File: config.mk
export PLATFORM = sky130hd
export DESIGN_NAME = change_dispenser_flat
export DESIGN_NICKNAME = d
export VERILOG_FILES = /design/src/rtl/change_dispenser_if.sv /design/src/rtl/change_dispenser.sv /design/src/flat_wrapper.sv
export SDC_FILE = /design/constraint.sdc
export NUM_CORES = 1
export LEC_CHECK = 0
export BUFFER_PORTS_ARGS = -buffer_cell sky130_fd_sc_hd__buf_2
export CORE_ASPECT_RATIO = 0.75
export CORE_MARGIN = 5
export CORE_UTILIZATION = 50
export DETAILED_ROUTE_END_ITERATION = 8
export PLACE_DENSITY = 0.71
export SLEW_MARGIN = 20
export SYNTH_ARGS = -nofsm -noshare
export SYNTH_HDL_FRONTEND = slang
export SYNTH_SLANG_ARGS = --single-unit
File: constraint.sdc
create_clock -name clk -period 5.39 [get_ports clk]
set_input_delay 1.078 -clock clk [delete_from_list [all_inputs] [get_ports clk]]
set_output_delay 1.078 -clock clk [all_outputs]
set_load 0.05 [all_outputs]
File: src/rtl/change_dispenser_if.sv
// Handshake bundle between a change requester (master) and the change dispenser (slave).
// Covers the request, stock reload, hopper handshake and status/stock readback.
interface change_dispenser_if;
    logic       req;
    logic [3:0] amount;
    logic       load;
    logic [3:0] load_50;
    logic [5:0] load_10;
    logic       hopper_ack;
    logic       coin_50;
    logic       coin_10;
    logic       busy;
    logic       done;
    logic       reject;
    logic       fault;
    logic [3:0] stock_50;
    logic [5:0] stock_10;

    modport master (
        output req, amount, load, load_50, load_10, hopper_ack,
        input  coin_50, coin_10, busy, done, reject, fault, stock_50, stock_10
    );

    modport slave (
        input  req, amount, load, load_50, load_10, hopper_ack,
        output coin_50, coin_10, busy, done, reject, fault, stock_50, stock_10
    );
endinterface

File: src/rtl/change_dispenser.sv
// Change dispenser: pays an amount in $50 coins first, then $10 coins, one hopper-acknowledged
// coin at a time; refuses requests the stock cannot cover and latches a fault on hopper timeout.
module change_dispenser #(
    parameter int ACK_TIMEOUT = 8
) (
    input logic               clk,
    input logic               reset,
    change_dispenser_if.slave cd
);
    localparam int CNT_W = $clog2(ACK_TIMEOUT + 1);

    typedef enum logic [2:0] {
        IDLE, CALC, PAY50, WAIT50, PAY10, WAIT10, DONE, FAULT
    } state_t;

    state_t           state;
    logic [3:0]       remaining;
    logic [3:0]       n50;
    logic [3:0]       n10;
    logic [CNT_W-1:0] wait_cnt;
    logic [3:0]       stock_50;
    logic [5:0]       stock_10;
    logic             coin_50;
    logic             coin_10;
    logic             busy;
    logic             done;
    logic             reject;
    logic             fault;

    logic [3:0]       calc_n50;
    logic [3:0]       calc_n10;
    logic             calc_short;
    logic [3:0]       n50_left;
    logic [3:0]       n10_left;

    function automatic logic [3:0] sat_add_50(input logic [3:0] a, input logic [3:0] b);
        logic [4:0] s;
        s = {1'b0, a} + {1'b0, b};
        return s[4] ? 4'd15 : s[3:0];
    endfunction

    function automatic logic [5:0] sat_add_10(input logic [5:0] a, input logic [5:0] b);
        logic [6:0] s;
        s = {1'b0, a} + {1'b0, b};
        return s[6] ? 6'd63 : s[5:0];
    endfunction

    function automatic logic [3:0] min4(input logic [3:0] a, input logic [3:0] b);
        return (a < b) ? a : b;
    endfunction

    // Coin split: as many $50 as both the amount and the stock allow, remainder in $10.
    always_comb begin
        calc_n50   = min4(remaining / 4'd5, stock_50);
        calc_n10   = remaining - calc_n50 * 4'd5;
        calc_short = {2'b00, calc_n10} > stock_10;
    end

    assign n50_left = n50 - 4'd1;
    assign n10_left = n10 - 4'd1;

    always_ff @(posedge clk) begin
        if (reset) begin
            state     <= IDLE;
            remaining <= '0;
            n50       <= '0;
            n10       <= '0;
            wait_cnt  <= '0;
            stock_50  <= '0;
            stock_10  <= '0;
            coin_50   <= 1'b0;
            coin_10   <= 1'b0;
            busy      <= 1'b0;
            done      <= 1'b0;
            reject    <= 1'b0;
            fault     <= 1'b0;
        end else begin
            coin_50 <= 1'b0;
            coin_10 <= 1'b0;
            done    <= 1'b0;
            reject  <= 1'b0;
            case (state)
                IDLE: begin
                    if (cd.req) begin
                        remaining <= cd.amount;
                        busy      <= 1'b1;
                        state     <= CALC;
                    end else if (cd.load) begin
                        stock_50 <= sat_add_50(stock_50, cd.load_50);
                        stock_10 <= sat_add_10(stock_10, cd.load_10);
                    end
                end
                CALC: begin
                    if (calc_short) begin
                        reject <= 1'b1;
                        busy   <= 1'b0;
                        state  <= IDLE;
                    end else begin
                        n50 <= calc_n50;
                        n10 <= calc_n10;
                        if (calc_n50 != 4'd0) begin
                            coin_50 <= 1'b1;
                            state   <= PAY50;
                        end else if (calc_n10 != 4'd0) begin
                            coin_10 <= 1'b1;
                            state   <= PAY10;
                        end else begin
                            done  <= 1'b1;
                            busy  <= 1'b0;
                            state <= DONE;
                        end
                    end
                end
                PAY50: begin
                    wait_cnt <= '0;
                    state    <= WAIT50;
                end
                // Stock only moves on an acknowledged coin, so a fault leaves it exact.
                WAIT50: begin
                    if (cd.hopper_ack) begin
                        stock_50 <= stock_50 - 4'd1;
                        n50      <= n50_left;
                        if (n50_left != 4'd0) begin
                            coin_50 <= 1'b1;
                            state   <= PAY50;
                        end else if (n10 != 4'd0) begin
                            coin_10 <= 1'b1;
                            state   <= PAY10;
                        end else begin
                            done  <= 1'b1;
                            busy  <= 1'b0;
                            state <= DONE;
                        end
                    end else if (wait_cnt == CNT_W'(ACK_TIMEOUT - 1)) begin
                        fault <= 1'b1;
                        busy  <= 1'b0;
                        state <= FAULT;
                    end else begin
                        wait_cnt <= wait_cnt + 1'b1;
                    end
                end
                PAY10: begin
                    wait_cnt <= '0;
                    state    <= WAIT10;
                end
                WAIT10: begin
                    if (cd.hopper_ack) begin
                        stock_10 <= stock_10 - 6'd1;
                        n10      <= n10_left;
                        if (n10_left != 4'd0) begin
                            coin_10 <= 1'b1;
                            state   <= PAY10;
                        end else begin
                            done  <= 1'b1;
                            busy  <= 1'b0;
                            state <= DONE;
                        end
                    end else if (wait_cnt == CNT_W'(ACK_TIMEOUT - 1)) begin
                        fault <= 1'b1;
                        busy  <= 1'b0;
                        state <= FAULT;
                    end else begin
                        wait_cnt <= wait_cnt + 1'b1;
                    end
                end
                DONE: begin
                    state <= IDLE;
                end
                FAULT: begin
                    state <= FAULT;
                end
                default: begin
                    state <= IDLE;
                end
            endcase
        end
    end

    assign cd.coin_50  = coin_50;
    assign cd.coin_10  = coin_10;
    assign cd.busy     = busy;
    assign cd.done     = done;
    assign cd.reject   = reject;
    assign cd.fault    = fault;
    assign cd.stock_50 = stock_50;
    assign cd.stock_10 = stock_10;
endmodule

File: src/flat_wrapper.sv
// flat-port wrapper written by rule: the top's interface ports become plain ports
module change_dispenser_flat 
#(
    parameter int ACK_TIMEOUT = 8
)
  (clk, reset, cd_req, cd_amount, cd_load, cd_load_50, cd_load_10, cd_hopper_ack, cd_coin_50, cd_coin_10, cd_busy, cd_done, cd_reject, cd_fault, cd_stock_50, cd_stock_10);
  change_dispenser_if cd_i ();
  input logic clk;
  input logic reset;
  input wire logic [$bits(cd_i.req)-1:0] cd_req;
  input wire logic [$bits(cd_i.amount)-1:0] cd_amount;
  input wire logic [$bits(cd_i.load)-1:0] cd_load;
  input wire logic [$bits(cd_i.load_50)-1:0] cd_load_50;
  input wire logic [$bits(cd_i.load_10)-1:0] cd_load_10;
  input wire logic [$bits(cd_i.hopper_ack)-1:0] cd_hopper_ack;
  output wire logic [$bits(cd_i.coin_50)-1:0] cd_coin_50;
  output wire logic [$bits(cd_i.coin_10)-1:0] cd_coin_10;
  output wire logic [$bits(cd_i.busy)-1:0] cd_busy;
  output wire logic [$bits(cd_i.done)-1:0] cd_done;
  output wire logic [$bits(cd_i.reject)-1:0] cd_reject;
  output wire logic [$bits(cd_i.fault)-1:0] cd_fault;
  output wire logic [$bits(cd_i.stock_50)-1:0] cd_stock_50;
  output wire logic [$bits(cd_i.stock_10)-1:0] cd_stock_10;
  assign cd_i.req = cd_req;
  assign cd_i.amount = cd_amount;
  assign cd_i.load = cd_load;
  assign cd_i.load_50 = cd_load_50;
  assign cd_i.load_10 = cd_load_10;
  assign cd_i.hopper_ack = cd_hopper_ack;
  assign cd_coin_50 = cd_i.coin_50;
  assign cd_coin_10 = cd_i.coin_10;
  assign cd_busy = cd_i.busy;
  assign cd_done = cd_i.done;
  assign cd_reject = cd_i.reject;
  assign cd_fault = cd_i.fault;
  assign cd_stock_50 = cd_i.stock_50;
  assign cd_stock_10 = cd_i.stock_10;
  change_dispenser #(.ACK_TIMEOUT(ACK_TIMEOUT)) u_core (.clk(clk), .reset(reset), .cd(cd_i));
endmodule
==> results of run 1 <==
-- worst paths after layout --
kind,start,endpoint,slack (ns),cells past startpoint
worst max-delay path,u_core.remaining[2],u_core.n10[2],0.46,26
worst min-delay path,u_core.cd.fault,u_core.cd.fault,0.49,2
worst max register to register,u_core.remaining[2],u_core.n10[2],0.46,26
worst min register to register,u_core.cd.fault,u_core.cd.fault,0.49,2
-- layer usage --
layer / routed length [um] / global-route usage, % / up-vias
met5: 0 / 0 / -
met1: 3640 / 30.9 / 1299
met3: 440 / 3.35 / 4
met4: 29 / 2.86 / 0
met2: 3070 / 27.9 / 77
li1: - / - / 1448
-- cell type report --
class	count	area [um2]	share of cell area [%]
Sequential cell	35	703	21.2
Tap cell	78	97.6	2.94
Multi-Input combinational cell	311	2100	63.2
Clock buffer	6	82.6	2.49
Inverter	27	101	3.05
Timing Repair Buffer	38	200	6.03
Clock inverter	2	35.0	1.06
-- power by group through the flow --
| stage | Clock, mW | Sequential, mW | Combinational (mW) |
|---|---|---|---|
| 2_1_floorplan | 0 | 0.339 | 0.289 |
| 3_3_place_gp | 0 | 0.319 | 0.389 |
| 3_5_place_dp | 0 | 0.320 | 0.394 |
| 4_1_cts | 0.257 | 0.314 | 0.397 |
| 5_1_grt | 0.266 | 0.320 | 0.472 |
| 6_report | 0.250 | 0.314 | 0.422 |
-- cells in the mapped netlist, drive strengths merged (3+ instances only) --
cell    number  area share (%)
nor2        51             6.5
dfxtp       35              24
a21oi       34             5.7
nand2       28             3.5
ha          27              11
inv         27             3.4
o21ai       21             3.5
nor3        19             3.4
clkbuf      14             1.8
nor2b       10             2.4
xnor2       10             3.5
nand2b       8             1.7
nand3        7             1.2
o21a         7             2.0
a211oi       6             1.5
and2         6             1.3
nor4         6             1.5
a21o         5             1.3
a31oi        5             1.3
o211ai       5             1.3
or3          5             1.2
and3         4            0.89
a22oi        3            0.76
buf          3            0.67
fa           3             2.0
mux2i        3             1.0
nand3b       3            0.76
o221ai       3            0.89
o22ai        3            0.63
-- sequential cells by signal (all words and copies together) (netlist names) --
| signal | cells |
|---|---|
| u_core.cd.stock_50 | 4 |
| u_core.state | 3 |
| u_core.cd.coin_50 | 1 |
| u_core.cd.coin_10 | 1 |
| u_core.cd.busy | 1 |
| u_core.remaining | 4 |
| u_core.n10 | 4 |
| u_core.cd.fault | 1 |
| u_core.n50 | 4 |
| u_core.cd.reject | 1 |
| u_core.cd.stock_10 | 6 |
| u_core.cd.done | 1 |
| u_core.wait_cnt | 4 |
-- kinds of logic (layout without fill, tap and decap cells) --
group	count (synthesis)	count (layout)	share of synthesized area, %
buffers and inverters	44	73	5.86
and+or+nand+nor	153	153	25.8
adders and majority gates	31	31	13.8
xor gates and xnor gates	12	12	4.05
muxes	5	5	1.77
AOI/OAI and AO/OA	110	110	25.1
DFF	35	35	23.6
-- critical path: cells and delay by family (launching register included) --
kind	cells	cell delay, ns
flip-flops	1	0.39
XOR/XNOR	1	0.17
buffers and inverters	4	0.41
AO/OA/AOI/OAI	10	1.67
adder cells (fa/ha/maj)	5	1.29
AND/OR/NAND/NOR	6	0.94
-- timing repair --
item | in CTS | in global routing
resized for setup | 0 | 7
buffers inserted | 0 | 2
endpoints found under the setup margin | 0 | 14
endpoints found under the hold margin | 0 | 0
-- metrics by stage --
step                      hold slack (ns)  util, %  cell area (um2)
after global routing                0.525     57.3             3320
after global placement              0.454     54.8             3180
after detailed placement            0.471     54.8             3180
after floorplan                     0.450        -             2970
final                               0.490     57.3             3320
after CTS                           0.493     56.8             3290
-- cell usage in the layout, fill, tap and decap left out, types with 3 or more instances in the layout --
cell type / synthesis / final
sky130_fd_sc_hd__inv_1: 26 / 26
sky130_fd_sc_hd__a22oi_1: 3 / 3
sky130_fd_sc_hd__xnor2_1: 8 / 8
sky130_fd_sc_hd__nand3b_1: 3 / 3
sky130_fd_sc_hd__fa_1: 3 / 3
sky130_fd_sc_hd__o21ai_0: 18 / 17
sky130_fd_sc_hd__nor4_1: 5 / 5
sky130_fd_sc_hd__nor2b_1: 9 / 9
sky130_fd_sc_hd__nand3_1: 7 / 7
sky130_fd_sc_hd__o21a_1: 6 / 6
sky130_fd_sc_hd__buf_2: 1 / 34
sky130_fd_sc_hd__a21oi_1: 34 / 34
sky130_fd_sc_hd__a21o_1: 5 / 5
sky130_fd_sc_hd__mux2i_1: 3 / 3
sky130_fd_sc_hd__o22ai_1: 3 / 3
sky130_fd_sc_hd__nor3_1: 18 / 18
sky130_fd_sc_hd__buf_4: 0 / 4
sky130_fd_sc_hd__a211oi_1: 6 / 6
sky130_fd_sc_hd__or3_1: 4 / 4
sky130_fd_sc_hd__ha_1: 27 / 27
sky130_fd_sc_hd__o21ai_1: 3 / 3
sky130_fd_sc_hd__and3_1: 3 / 3
sky130_fd_sc_hd__o211ai_1: 5 / 5
sky130_fd_sc_hd__a31oi_1: 4 / 4
sky130_fd_sc_hd__and2_1: 6 / 5
sky130_fd_sc_hd__nand2b_1: 8 / 8
sky130_fd_sc_hd__nor2_1: 51 / 51
sky130_fd_sc_hd__o221ai_1: 3 / 3
sky130_fd_sc_hd__clkbuf_8: 0 / 6
sky130_fd_sc_hd__nand2_1: 28 / 27
sky130_fd_sc_hd__dfxtp_1: 35 / 33
==> qor.txt, run 1 <==
STATUS
-----------------------------------------------------------------------------
Outcome                                                          finished clean

WORST SETUP PATH
-----------------------------------------------------------------------------
Cell with the most instances on the worst path                   sky130_fd_sc_hd__ha_1
Worst Setup Start Kind                                              flip-flop
Slowest cell on the critical path                                sky130_fd_sc_hd__dfxtp_2
Critical path start-end classification                           flip-flop to flip-flop
Max incr delay on CP                                                  0.39 ns
CP endpoint kind                                                    flip-flop
Worst EP arrival                                                      5.14 ns
Peak fanout along the critical path                                         5
Required @ worst endpoint                                             5.61 ns

SYNTH
-----------------------------------------------------------------------------
Post-synthesis sequential area ratio                                    23.6%
Area of the mapped netlist                                           2970 um2
Mean instance size in the synthesized netlist                        7.60 um2
Library cells used by synthesis                                            64
Ys flop type                                                     sky130_fd_sc_hd__dfxtp_1
YS warnings                                                                 0
EDFF count, synth                                                           0
Post-Syn Instances                                                        390
Post-synth net total                                                      439
Share of synthesized registers carrying an async set or reset              0%
Seq cells post-synth                                                       35

DIE
-----------------------------------------------------------------------------
Placement Rows                                                             24
Starting Density                                                        51.2%
Total I/O pin count                                                        35
Floorplan Core Area                                                  5800 um2
Die Footprint                                                        7590 um2
Horizontal die dimension                                              98.9 um
Vertical die dimension                                                76.7 um

CTS
-----------------------------------------------------------------------------
Clock tree from TritonCTS                                               built
CTS Root Cell                                                    sky130_fd_sc_hd__clkbuf_8
Buffer levels on the longest clock path                                     2
Number of sinks on the clock net                                           35
CTS Hold Buffers Added                                                      0
Worst-path clk slew                                                   0.07 ns
Cts bufs inserted                                                           5
H-tree lvl count                                                            2
Clock network latency to the later pin of the worst-skew pair         0.29 ns

PLACED DESIGN
-----------------------------------------------------------------------------
Worst Setup Slack post-DPL                                           0.242 ns
Final Wtd Congestion                                                    0.901
Placed insts                                                              487
HPWL after detailed placement                                         5.51 mm
Quantity of I/O buffers inserted on ports                                  34

PWR
-----------------------------------------------------------------------------
Clock power frac                                                        25.3%
Internal power                                                       0.603 mW
Part of the total power dissipated in combinational logic               42.8%
Power per Cell Area                                                297 nW/um2
Worst ir drop on vdd                                                   137 uV
Switching part of the total power                                       38.9%
Net switching component of the power                                 0.383 mW
Final Total Pwr                                                      0.986 mW
Leakage power total                                                   1.43 nW
Part of the total power dissipated in sequential elements               31.9%

GLOBAL ROUTE
-----------------------------------------------------------------------------
Initial antenna violation count                                             0
Vias in the first global route                                           2596
Wire length of the first global-routing pass                          12.7 mm
GRT Util Overall                                                        19.6%
Largest net degree at the start of global routing                          36
Overflow left after global routing                                          0

STA
-----------------------------------------------------------------------------
Fmax achieved                                                         203 MHz
Post-route clock period utilization                                     91.4%
Clock skew                                                         0.00235 ns
Transition at the pin with the smallest max-transition slack         0.688 ns
Setup repair after global routing missed its margin                        no
Post-layout worst setup margin                                       0.462 ns
Worst slew slack as a fraction of its limit                             54.1%
Final setup viols                                                           0
Final critical-path required period                                   4.93 ns
Final Max Tran Viols                                                        0
Number of hold violations in the final report                               0
Final total negative setup slack                                         0 ns

FINAL LAYOUT
-----------------------------------------------------------------------------
Number of standard cells in the final layout excluding fillers            497
Layout filler cell count                                                  556
Layout Nets                                                               467
Layout area overhead                                                    11.9%
Ant. Diodes                                                                 0
Proportion of layout cells with a drive suffix above 1                  15.5%

DRT
-----------------------------------------------------------------------------
Detailed router's first-iteration violation count                         199
Via density per instance                                                 5.69
Post-DRT Antenna Nets                                                       0
Routed wire per std cell                                              14.4 um
DRT Wirelength                                                        7.18 mm
Vias after detailed routing                                              2828
DRC violations left                                                         0
DRT Pass-1 Iters                                                            5

MIN PATH
-----------------------------------------------------------------------------
Type of the worst min-delay path                                 flip-flop to flip-flop

JOB
-----------------------------------------------------------------------------
Max-cap violation count                                                     0

Power figures use the tool's default switching activity.
==> run 2, diff against run 1 <==
--- a/config.mk
+++ b/config.mk
@@ -10,7 +10,7 @@
 export CORE_MARGIN = 5
 export CORE_UTILIZATION = 50
 export DETAILED_ROUTE_END_ITERATION = 8
-export PLACE_DENSITY = 0.71
+export PLACE_DENSITY = 0.7
 export SLEW_MARGIN = 20
 export SYNTH_ARGS = -nofsm -noshare
 export SYNTH_HDL_FRONTEND = slang
==> qor.txt, run 2 (same netlist as run 1, synthesis figures left out) <==
DRT
----------------------------------------------------------------------------------
Vias after detailed routing                                                   2832
Via density per instance                                                      5.73
Routed wire per std cell                                                   14.5 um
DRT Pass-1 Iters                                                                 5
Post-DRT Antenna Nets                                                            0
Detailed router's first-iteration violation count                              168
DRC violations left                                                              0
DRT Wirelength                                                             7.16 mm

WORST SETUP PATH
----------------------------------------------------------------------------------
Worst R2R Setup Slack                                                      0.28 ns
Crit path launch                                                      u_core.remaining[2]
Depth of the worst register-to-register path                                    26
FF-to-FF Start                                                        u_core.remaining[2]
Required @ worst endpoint                                                  5.53 ns
Cell with the most instances on the worst path                        sky130_fd_sc_hd__ha_1
Crit path to                                                          u_core.n10[2]
Peak fanout along the critical path                                              5
Max incr delay on CP                                                       0.39 ns
Number of cells on the critical path                                            26
Slowest cell on the critical path                                     sky130_fd_sc_hd__dfxtp_2
Critical path start-end classification                                flip-flop to flip-flop
Endpoint of the lowest-slack register-to-register path                u_core.n10[2]
Worst EP arrival                                                           5.25 ns
Worst path buffer plus inverter count                                            4
Worst Setup Start Kind                                                   flip-flop
Worst path top cell family by delay                                   compound AO/OA/AOI/OAI gates
CP endpoint kind                                                         flip-flop

GLOBAL ROUTE
----------------------------------------------------------------------------------
GRT Util Overall                                                             18.6%
Initial antenna violation count                                                  0
Largest net degree at the start of global routing                               36
Overflow left after global routing                                               0
Met3 usage                                                                   4.26%
Wire length of the first global-routing pass                               11.9 mm
Global routing's busiest layer                                                met1
Met1 Track Usage GR                                                          27.7%
Vias in the first global route                                                2537
GR Util met2                                                                 27.1%

PWR
----------------------------------------------------------------------------------
Net switching component of the power                                      0.379 mW
Clock power frac                                                             24.0%
Part of the total power dissipated in sequential elements                    32.8%
Switching part of the total power                                            39.4%
Leakage power total                                                        1.40 nW
Final Total Pwr                                                           0.961 mW
Worst ir drop on vdd                                                        142 uV
Part of the total power dissipated in combinational logic                    43.2%
Internal power                                                            0.582 mW
Power per Cell Area                                                     292 nW/um2

PLACED DESIGN
----------------------------------------------------------------------------------
Placed insts                                                                   486
Post-Place Cell Area                                                      3170 um2
Quantity of I/O buffers inserted on ports                                       34
HPWL after detailed placement                                              5.46 mm
Final Wtd Congestion                                                         0.910
Worst Setup Slack post-DPL                                                0.155 ns

FINAL LAYOUT
----------------------------------------------------------------------------------
Summed area of non-filler cells in the final layout                       3290 um2
Layout filler cell count                                                       539
Commonest cells after routing, fill and taps aside                    sky130_fd_sc_hd__nor2_1, sky130_fd_sc_hd__a21oi_1, sky130_fd_sc_hd__buf_2
Layout Nets                                                                    465
Most flops, register                                                  u_core.cd.stock_10
Fin util                                                                     56.7%
Ant. Diodes                                                                      0
Leading cell type in the layout, fill and taps excluded               sky130_fd_sc_hd__nor2_1
Number of standard cells in the final layout excluding fillers                 494
Flip-flop count of the largest register, all copies and words added              6
Proportion of layout cells with a drive suffix above 1                       14.4%
Layout area overhead                                                         10.8%

CTS
----------------------------------------------------------------------------------
Cts bufs inserted                                                                5
Clock tree from TritonCTS                                                    built
Buffer levels on the longest clock path                                          2
Number of sinks on the clock net                                                35
H-tree lvl count                                                                 2
CTS Root Cell                                                         sky130_fd_sc_hd__clkbuf_8
Clock network latency to the later pin of the worst-skew pair              0.29 ns
Worst-path clk slew                                                        0.07 ns

DIE
----------------------------------------------------------------------------------
Total I/O pin count                                                             35
Placement Rows                                                                  24
Die Footprint                                                             7590 um2
Horizontal die dimension                                                   98.9 um
Floorplan Core Area                                                       5800 um2
Starting Density                                                             51.2%
Vertical die dimension                                                     76.7 um

STATUS
----------------------------------------------------------------------------------
Outcome                                                               finished clean

STA
----------------------------------------------------------------------------------
Number of hold violations in the final report                                    0
Post-layout worst setup margin                                            0.280 ns
Final critical-path required period                                        5.11 ns
Final Max Tran Viols                                                             0
Clock skew                                                              0.00725 ns
Transition at the pin with the smallest max-transition slack              0.824 ns
Final setup viols                                                                0
Fmax achieved                                                              196 MHz
Worst slew slack as a fraction of its limit                                  44.6%
Post-route clock period utilization                                          94.8%

MIN PATH
----------------------------------------------------------------------------------
Type of the worst min-delay path                                      flip-flop to flip-flop

JOB
----------------------------------------------------------------------------------
Max-cap violation count                                                          0

-- run 2: power by group through the flow --
| stage | Sequential (mW) | Clock, mW | Combinational, mW |
|---|---|---|---|
| 2_1_floorplan | 0.339 | 0 | 0.289 |
| 3_3_place_gp | 0.319 | 0 | 0.388 |
| 3_5_place_dp | 0.320 | 0 | 0.395 |
| 4_1_cts | 0.314 | 0.237 | 0.397 |
| 5_1_grt | 0.320 | 0.246 | 0.457 |
| 6_report | 0.315 | 0.231 | 0.415 |
-- run 2: layout make-up --
cell class | instances | area [um2] | share of cell area, %
clock buffers | 6 | 72.6 | 2.21
clock inverters | 1 | 30.0 | 0.914
inverters | 27 | 101 | 3.08
multi-input cells | 311 | 2100 | 63.8
flip-flops and latches | 35 | 703 | 21.4
well taps | 78 | 97.6 | 2.97
repair buffers | 36 | 185 | 5.63
-- run 2: worst reg2reg max path: cells and delay by family, from the launching register on --
kind,cells,cell delay (ns)
DFF,1,0.39
adders and majority gates,5,1.27
xor gates and xnor gates,1,0.25
AOI/OAI and AO/OA,10,1.60
and+or+nand+nor,6,1.04
buffers and inverters,4,0.40
-- run 2: routing by layer --
metal | vias to the layer above | share of wire (%) | wire [um]
met4 | 0 | 0.74 | 53
met5 | - | 0 | 0
met3 | 7 | 6.5 | 466
met1 | 1297 | 51 | 3640
met2 | 87 | 42 | 2990
li1 | 1441 | - | -
-- run 2: through the flow --
step                      TNS, ns  hold WS, ns
after floorplan                 0        0.450
after global placement          0        0.453
after detailed placement        0        0.458
after CTS                       0        0.479
after global routing      -0.0136        0.501
final                           0        0.477
-- run 2: worst min path at each step --
| stage | end | from | cells past startpoint |
|---|---|---|---|
| final | u_core.cd.fault | u_core.cd.fault | 2 |
| after CTS | u_core.cd.fault | u_core.cd.fault | 2 |
| after global placement | u_core.cd.fault | u_core.cd.fault | 2 |
| after floorplan | u_core.n10[1] | u_core.n10[1] | 2 |
| after detailed placement | u_core.cd.fault | u_core.cd.fault | 2 |
| after global routing | u_core.cd.fault | u_core.cd.fault | 2 |
-- run 2: timing repair --
action,CTS,global route
hold buffers,0,0
endpoints found under the setup margin,0,14
resized for setup,0,4
buffers inserted,0,1
==> run 3, diff against run 2 <==
--- a/config.mk
+++ b/config.mk
@@ -11,6 +11,7 @@
 export CORE_UTILIZATION = 50
 export DETAILED_ROUTE_END_ITERATION = 8
 export PLACE_DENSITY = 0.7
+export SETUP_SLACK_MARGIN = 0.4
 export SLEW_MARGIN = 20
 export SYNTH_ARGS = -nofsm -noshare
 export SYNTH_HDL_FRONTEND = slang
==> qor.txt, run 3 (same netlist as run 1, synthesis figures left out) <==
STA
----------------------------------------------------------------------------------
Setup repair after global routing missed its margin                             no
Post-route clock period utilization                                          88.2%
Final setup viols                                                                0
Final critical-path required period                                        4.76 ns
Number of hold violations in the final report                                    0
Clock skew                                                              0.00649 ns
Fmax achieved                                                              210 MHz
Worst slew slack as a fraction of its limit                                  45.0%
Final Max Tran Viols                                                             0
Transition at the pin with the smallest max-transition slack              0.817 ns
Final total negative setup slack                                              0 ns

DIE
----------------------------------------------------------------------------------
Die Footprint                                                             7590 um2
Horizontal die dimension                                                   98.9 um
Starting Density                                                             51.2%
Vertical die dimension                                                     76.7 um
Placement Rows                                                                  24
Floorplan Core Area                                                       5800 um2
Total I/O pin count                                                             35

GLOBAL ROUTE
----------------------------------------------------------------------------------
Overflow left after global routing                                               0
GRT Util Overall                                                             18.6%
Initial antenna violation count                                                  0
Vias in the first global route                                                2551
Wire length of the first global-routing pass                               11.9 mm
Largest net degree at the start of global routing                               36

STATUS
----------------------------------------------------------------------------------
Outcome                                                               finished clean

FINAL LAYOUT
----------------------------------------------------------------------------------
Flip-flop count of the largest register, all copies and words added              6
Register cell area after layout                                            708 um2
Layout area overhead                                                         13.2%
Number of standard cells in the final layout excluding fillers                 498
Layout Nets                                                                    469
Proportion of layout cells with a drive suffix above 1                       16.9%
Fin util                                                                     57.9%
Ant. Diodes                                                                      0
Commonest cells after routing, fill and taps aside                    sky130_fd_sc_hd__nor2_1, sky130_fd_sc_hd__buf_2, sky130_fd_sc_hd__dfxtp_1
Summed area of non-filler cells in the final layout                       3360 um2
Most flops, register                                                  u_core.cd.stock_10
Leading cell type in the layout, fill and taps excluded               sky130_fd_sc_hd__nor2_1
Multi-input logic area                                                    2130 um2
Layout filler cell count                                                       530

PWR
----------------------------------------------------------------------------------
Worst ir drop on vdd                                                        143 uV
Power per Cell Area                                                     294 nW/um2
Leakage power total                                                        1.43 nW

WORST SETUP PATH
----------------------------------------------------------------------------------
Number of cells on the critical path                                            26
Peak fanout along the critical path                                              5
Depth of the worst register-to-register path                                    26
Worst EP arrival                                                           4.90 ns
Max incr delay on CP                                                       0.39 ns
Worst path top cell family by delay                                   compound AO/OA/AOI/OAI gates
Worst Setup Start Kind                                                   flip-flop
Critical path start-end classification                                flip-flop to flip-flop
Cell with the most instances on the worst path                        sky130_fd_sc_hd__ha_1
CP endpoint kind                                                         flip-flop
Required @ worst endpoint                                                  5.53 ns
Slowest cell on the critical path                                     sky130_fd_sc_hd__dfxtp_4
Worst path buffer plus inverter count                                            4

JOB
----------------------------------------------------------------------------------
Max-cap violation count                                                          0

DRT
----------------------------------------------------------------------------------
Via density per instance                                                      5.68
Vias after detailed routing                                                   2831
DRT Pass-1 Iters                                                                 4
Detailed router's first-iteration violation count                              126
Routed wire per std cell                                                   14.4 um
DRT Wirelength                                                             7.18 mm
Post-DRT Antenna Nets                                                            0
DRC violations left                                                              0

PLACED DESIGN
----------------------------------------------------------------------------------
Final Wtd Congestion                                                         0.910
Post-Place Cell Area                                                      3170 um2
HPWL after detailed placement                                              5.46 mm
Quantity of I/O buffers inserted on ports                                       34
Placed insts                                                                   486

CTS
----------------------------------------------------------------------------------
H-tree lvl count                                                                 2
Buffer levels on the longest clock path                                          2
CTS Hold Buffers Added                                                           0
Worst-path clk slew                                                        0.07 ns
Number of sinks on the clock net                                                35
CTS Root Cell                                                         sky130_fd_sc_hd__clkbuf_8
Cts bufs inserted                                                                5
Clock tree from TritonCTS                                                    built
Clock network latency to the later pin of the worst-skew pair              0.29 ns

MIN PATH
----------------------------------------------------------------------------------
Worst Hold Depth                                                                 2
Type of the worst min-delay path                                      flip-flop to flip-flop

==> run 3: cell types whose count changed in the layout (fill, tap and decap cells not counted), sizes merged <==
| cell | change |
|---|---|
| buf | +4 |
| clkinvlp | +1 |
| inv | -1 |
==> run 3: power by group <==
group | switching, mW | total (mW) | internal, mW
registers | 0.0364 | 0.315 | 0.279
clock network | 0.0951 | 0.231 | 0.136
logic | 0.258 | 0.440 | 0.182
==> run 3: worst paths after layout <==
check	startpoint	to	slack [ns]
min	u_core.cd.fault	u_core.cd.fault	0.48
min reg2reg	u_core.cd.fault	u_core.cd.fault	0.48
max	u_core.remaining[2]	u_core.n10[2]	0.63
max reg2reg	u_core.remaining[2]	u_core.n10[2]	0.63
==> run 3: layout make-up <==
cell class | instances | area share, %
Clock buffer | 6 | 2.16
Clock inverter | 1 | 0.895
Inverter | 27 | 3.13
Multi-Input combinational cell | 311 | 63.4
Sequential cell | 35 | 21.1
Tap cell | 78 | 2.91
Timing Repair Buffer | 40 | 6.41
==> run 3: stage by stage <==
step	hold WS (ns)	power, mW	setup slack [ns]
after global routing	0.501	1.05	0.395
after global placement	0.453	0.706	0.291
after CTS	0.479	0.963	0.390
after floorplan	0.450	0.628	0.761
after detailed placement	0.458	0.714	0.155
final	0.481	0.986	0.635
==> run 3: worst reg2reg max path: cells and delay by family (launching register included) <==
kind	cells	cell delay, ns
buffers and inverters	4	0.36
AOI/OAI and AO/OA	10	1.48
xor gates and xnor gates	1	0.16
adders and majority gates	5	1.27
DFF	1	0.39
and+or+nand+nor	6	0.93
==> run 3: what timing repair did <==
action,CTS,global route
resized for setup,5,11
gates cloned,0,0
endpoints found under the setup margin,13,14
setup buffers,1,4
pin swaps,1,3
==> run 3: routing by layer <==
| metal | routed length, um | global-route usage (%) | up-vias |
|---|---|---|---|
| met1 | 3690 | 27.6 | 1305 |
| met3 | 361 | 4.26 | 7 |
| li1 | - | - | 1452 |
| met5 | 0 | 0 | - |
| met4 | 54 | 4.09 | 0 |
| met2 | 3080 | 27.3 | 67 |
